`config.mk`:
```
export PLATFORM = sky130hd
export DESIGN_NAME = instr_mem_loader
export DESIGN_NICKNAME = d
export VERILOG_FILES = /design/src/rtl/instr_mem_loader.sv
export SDC_FILE = /design/constraint.sdc
export NUM_CORES = 1
export LEC_CHECK = 0
export CAP_MARGIN = 20
export CELL_PAD_IN_SITES_DETAIL_PLACEMENT = 1
export CELL_PAD_IN_SITES_GLOBAL_PLACEMENT = 1
export CORE_MARGIN = 5
export CORE_UTILIZATION = 40
export CTS_CLUSTER_DIAMETER = 120
export DETAILED_ROUTE_END_ITERATION = 8
export PLACE_DENSITY = 0.79
export REMOVE_ABC_BUFFERS = 1
export SKIP_CTS_REPAIR_TIMING = 1
export SLEW_MARGIN = 10
export SYNTH_ARGS = -nofsm -noshare
export SYNTH_HDL_FRONTEND = slang
export SYNTH_SLANG_ARGS = --single-unit
```
`constraint.sdc`:
```
create_clock -name clk -period 2.65 [get_ports clk]
set_input_delay 0.53 -clock clk [delete_from_list [all_inputs] [get_ports clk]]
set_output_delay 0.53 -clock clk [all_outputs]
set_load 0.1 [all_outputs]
```
`src/rtl/instr_mem_loader.sv`:
```
// instr_mem_loader: boot loader turning a length-prefixed byte stream into instruction memory word writes
// Ports: clk/rst_n clock and async active-low reset; start begins a load (IDLE/DONE only);
//        byte_valid/byte_data/byte_ready byte stream handshake; wr_en/wr_addr/wr_data memory write port;
//        busy high while loading; done level when finished; err_len header count > rows; err_csum checksum mismatch.
module instr_mem_loader #(
    parameter int rows      = 64,
    parameter int word_size = 32
) (
    input  logic                 clk,
    input  logic                 rst_n,
    input  logic                 start,
    input  logic                 byte_valid,
    input  logic [7:0]           byte_data,
    output logic                 byte_ready,
    output logic                 wr_en,
    output logic [word_size-1:0] wr_addr,
    output logic [word_size-1:0] wr_data,
    output logic                 busy,
    output logic                 done,
    output logic                 err_len,
    output logic                 err_csum
);
    typedef enum logic [2:0] {IDLE, HDR0, HDR1, DATA, CSUM, DONE} state_t;
    state_t               state;
    logic [7:0]           count_lo;
    logic [15:0]          words_left;
    logic [1:0]           byte_idx;
    logic [word_size-3:0] word_idx;
    logic [7:0]           acc;
    logic [31:0]          asm_word;
    logic [31:0]          asm_next;
    logic [15:0]          n_hdr;
    logic                 xfer;
    assign xfer  = byte_valid && byte_ready;
    assign n_hdr = {byte_data, count_lo};
    // Word with the incoming byte dropped into its lane; on lane 3 this is the complete word.
    always_comb begin
        asm_next = asm_word;
        asm_next[{byte_idx, 3'b000} +: 8] = byte_data;
    end
    always_ff @(posedge clk or negedge rst_n) begin
        if (!rst_n) begin
            state      <= IDLE;
            count_lo   <= '0;
            words_left <= '0;
            byte_idx   <= '0;
            word_idx   <= '0;
            acc        <= '0;
            asm_word   <= '0;
            byte_ready <= 1'b0;
            wr_en      <= 1'b0;
            wr_addr    <= '0;
            wr_data    <= '0;
            busy       <= 1'b0;
            done       <= 1'b0;
            err_len    <= 1'b0;
            err_csum   <= 1'b0;
        end else begin
            wr_en <= 1'b0;
            case (state)
                IDLE, DONE: if (start) begin
                    state      <= HDR0;
                    byte_ready <= 1'b1;
                    busy       <= 1'b1;
                    done       <= 1'b0;
                    err_len    <= 1'b0;
                    err_csum   <= 1'b0;
                    word_idx   <= '0;
                    byte_idx   <= '0;
                    acc        <= '0;
                end
                HDR0: if (xfer) begin
                    count_lo <= byte_data;
                    state    <= HDR1;
                end
                HDR1: if (xfer) begin
                    words_left <= n_hdr;
                    if (n_hdr > 16'(rows)) begin
                        err_len    <= 1'b1;
                        state      <= DONE;
                        byte_ready <= 1'b0;
                        busy       <= 1'b0;
                        done       <= 1'b1;
                    end else begin
                        state <= (n_hdr == 16'd0) ? CSUM : DATA;
                    end
                end
                DATA: if (xfer) begin
                    asm_word <= asm_next;
                    acc      <= acc ^ byte_data;
                    byte_idx <= byte_idx + 2'd1;
                    if (byte_idx == 2'd3) begin
                        wr_en      <= 1'b1;
                        wr_addr    <= {word_idx, 2'b00};
                        wr_data    <= asm_next;
                        word_idx   <= word_idx + 1'b1;
                        words_left <= words_left - 16'd1;
                        if (words_left == 16'd1) state <= CSUM;
                    end
                end
                CSUM: if (xfer) begin
                    err_csum   <= (byte_data != acc);
                    state      <= DONE;
                    byte_ready <= 1'b0;
                    busy       <= 1'b0;
                    done       <= 1'b1;
                end
                default: state <= IDLE;
            endcase
        end
    end
endmodule

```
==> impl_metrics.py <==
metrics = {
    "sta": {
        "fin_hold_ws_ps": 96.6,
        "finalSetupViolCount": 0,
        "maxSlewHeadroom_pct": 57.4,
        "tightest_slew_ps": 634,
        "hold_viol": 0,
        "fmax_ghz": 0.429,
        "fin_ws_ps": 319,
        "slew_viol_final": 0,
        "skew_ps": 11.6,
        "fin_crit_ps": 2330,
        "rsz0062_at_grt": "false",
        "min_period_over_period_pct": 88.0,
    },
    "floorplan": {
        "io_pins": 82,
        "fp.dieArea_sq_um": 22300,
        "chipHeight_um": 149,
        "rows": 51,
        "dieWidth_um": 149,
        "initial_core_util_pct": 40.3,
        "core-area_sq_um": 19300,
    },
    "yosys": {
        "syn_area_sq_um": 7770,
        "ys_seq_area_share_pct": 53.5,
        "ys_types": 63,
        "synth_ff_type": "dfrtp_1",
        "yosys-top-cells-area": "dfrtp_1 53%, nand2_1 6.3%, nor2_1 5.8%, a22o_1 3.8%, a221oi_1 3.6%",
        "synth.largest_area_cell": "dfrtp_1",
        "synth_top_area_share_pct": 53.5,
        "avgSynthCellArea_sq_um": 9.76,
        "synth.ff_latch_count": 166,
        "synthArstFlopShare_pct": 100,
        "synth_edf_count": 0,
        "syn-instance-count": 796,
        "ys_warn_count": 0,
    },
    "critical_path": {
        "regToRegEndpoint": "asm_word[6]",
        "worst-path-buf-inv": 1,
        "crit_path_end_kind": "flip-flop",
        "critPathSlowestCell": "dfrtp_1",
        "crit_path_start_kind": "flip-flop",
        "r2r_start": "byte_idx[0]",
        "cp.required_ps": 3010,
        "slowest_delay_ps": 550,
        "rrSetupSlack_ps": 320,
        "cp_top_family": "simple AND/OR/NAND/NOR gates",
        "crit_type": "reg2reg",
        "worstRegToRegCells": 5,
        "arrival_ps": 2690,
        "worstPathMaxFanout": 9,
        "cp_cell_sequence": "inv_2 > ha_1 > nor3_2 > and2_1 > a22o_1",
    },
    "grt": {
        "grt_pass1_vias": 6712,
        "grt_overflow": 0,
        "grt_max_degree": 72,
        "antenna_found_initial": 0,
        "grt_first_pass_wirelength_um": 35200,
        "grt_usage_pct": 19.9,
    },
    "power": {
        "pwr-share-seq_pct": 34.0,
        "p_per_area_nw_per_um2": 1130,
        "pwr-share-comb_pct": 42.5,
        "leakage_nw": 4.41,
        "ir_drop_uv": 715,
        "fin_total_pwr_mw": 10.6,
        "intPower_mw": 5.72,
        "p_switching_mw": 4.87,
        "p_clk_share_pct": 23.5,
        "netSwitchingFraction_pct": 46.0,
    },
    "clock_network": {
        "cts_max_level": 4,
        "clock-root-buffer": "clkbuf_16",
        "cts_buffers": 17,
        "clockBufferDepth": 2,
        "clk_latency_ps": 430,
        "clk_pin_slew_ps": 60,
        "cts_sinks": 166,
        "cts_tree": "built",
    },
    "status": {
        "status": "completed",
    },
    "drt": {
        "drt-initial-drc-count": 325,
        "vias": 6299,
        "vias_per_cell": 5.45,
        "routed_wl_um": 21400,
        "drt-pass1-iter-count": 4,
        "drc": 0,
        "wl_per_cell_um": 18.5,
        "ant_nets": 0,
    },
    "final_layout": {
        "postLayoutCoreUtil_pct": 48.6,
        "layout-drive-gt1-share_pct": 17.7,
        "fin_cells": 1156,
        "layout.nets": 900,
        "syn_to_final_growth_pct": 20.6,
        "antennaDiodeCount": 0,
    },
    "placement": {
        "dpl.hpwl_um": 14200,
        "dp_cells": 1125,
        "globalplace.congestion": 0.773,
        "pre_cts_ws_ps": 232,
        "io_buffers": 79,
    },
    "hold_path": {
        "hp-class": "in2async",
    },
    "flow_run": {
        "maxCapViolCount": 0,
    },
}
[sequential cells by signal, indices dropped and copies added (netlist names)]
name,cells
word_idx,30
state,3
wr_data,32
err_csum,1
wr_addr,30
busy,1
acc,8
count_lo,8
done,1
asm_word,32
byte_idx,2
words_left,16
err_len,1
wr_en,1
[final cells by class]
| cell class | count | area (sq um) |
|---|---|---|
| clock buffers | 20 | 467 |
| well taps | 265 | 332 |
| flip-flops and latches | 166 | 4150 |
| repair buffers | 111 | 900 |
| fillers | 2218 | 9910 |
| multi-input cells | 570 | 3340 |
| clock inverters | 11 | 126 |
| inverters | 13 | 48.8 |
[power by group through the flow]
stage / logic [mW] / clock network [mW] / registers (mW)
floorplan: 1.40 / 0 / 5.48
global placement: 4.42 / 0 / 3.61
detailed placement: 4.52 / 0 / 3.64
CTS: 4.53 / 2.54 / 3.60
global route: 4.76 / 2.67 / 3.68
finish: 4.50 / 2.49 / 3.60
[how the worst max path moves through the flow]
stage	to	from	cells past startpoint
2_1_floorplan	word_idx[25]	busy	6
6_report	asm_word[6]	byte_idx[0]	5
4_1_cts	state[1]	byte_idx[0]	6
5_1_grt	asm_word[2]	byte_idx[0]	5
3_5_place_dp	word_idx[25]	byte_valid	7
3_3_place_gp	word_idx[29]	byte_valid	7
[per-stage QoR]
stage	area [sq um]	setup TNS, ps
after floorplan	7540	-108440
after global placement	8770	0
after detailed placement	8770	0
after CTS	9370	0
after global routing	9370	0
final	9370	0
[logic make-up after synthesis]
family,share of synthesized area (%)
compound gates,15.5
flops,53.5
other cells,0.0483
fa+ha+maj,1.45
simple gates,21.5
mux,1.42
buf+inv,3.59
xor+xnor,3.04
[cell usage in the layout, fill, tap and decap left out, drive strengths merged, types with 3 or more instances in the layout]
cell / netlist / final
a21oi: 25 / 25
clkbuf: 21 / 20
a221oi: 32 / 32
and2: 7 / 7
clkdlybuf4s50: 0 / 10
xor2: 9 / 9
clkinv: 2 / 7
nor4: 10 / 10
o2111ai: 3 / 3
mux2: 8 / 8
and3: 7 / 7
a22o: 34 / 34
nor3: 18 / 18
o21ai: 50 / 50
inv: 11 / 11
nand2b: 7 / 7
nand4: 11 / 11
a32oi: 3 / 3
nor2: 119 / 119
or3: 11 / 11
ha: 9 / 9
xnor2: 18 / 18
nand2: 130 / 130
dfrtp: 166 / 166
o211ai: 5 / 5
clkinvlp: 0 / 4
nand3: 18 / 18
buf: 27 / 101
a22oi: 3 / 3
or4: 4 / 4
[per-layer routing]
layer / GRT usage [%] / part of all wire (%) / vias to the layer above / routed length, um
met3: 4.25 / 4.2 / 9 / 893
met2: 34.8 / 51 / 128 / 10800
met1: 25.4 / 44 / 3193 / 9480
li1: - / - / 2969 / -
met4: 4.21 / 0.67 / 0 / 144
met5: 0 / 0 / - / 0
[synthesized netlist by cell type (4+ instances only)]
| cell type | n |
|---|---|
| nand4_1 | 10 |
| dfrtp_1 | 166 |
| nor2_1 | 119 |
| a221oi_1 | 32 |
| nor3_2 | 4 |
| buf_2 | 19 |
| a22o_1 | 34 |
| o211ai_1 | 4 |
| a21oi_1 | 25 |
| o21ai_1 | 10 |
| o21ai_0 | 39 |
| buf_4 | 5 |
| nand2b_1 | 7 |
| inv_1 | 9 |
| or3_1 | 11 |
| nor4_1 | 6 |
| nor3_1 | 14 |
| and3_1 | 7 |
| xor2_1 | 9 |
| nand3_1 | 16 |
| ha_1 | 9 |
| mux2_2 | 8 |
| and2_1 | 7 |
| xnor2_1 | 18 |
| nand2_1 | 130 |
| clkbuf_1 | 21 |
(Power assumes the default switching activity.)
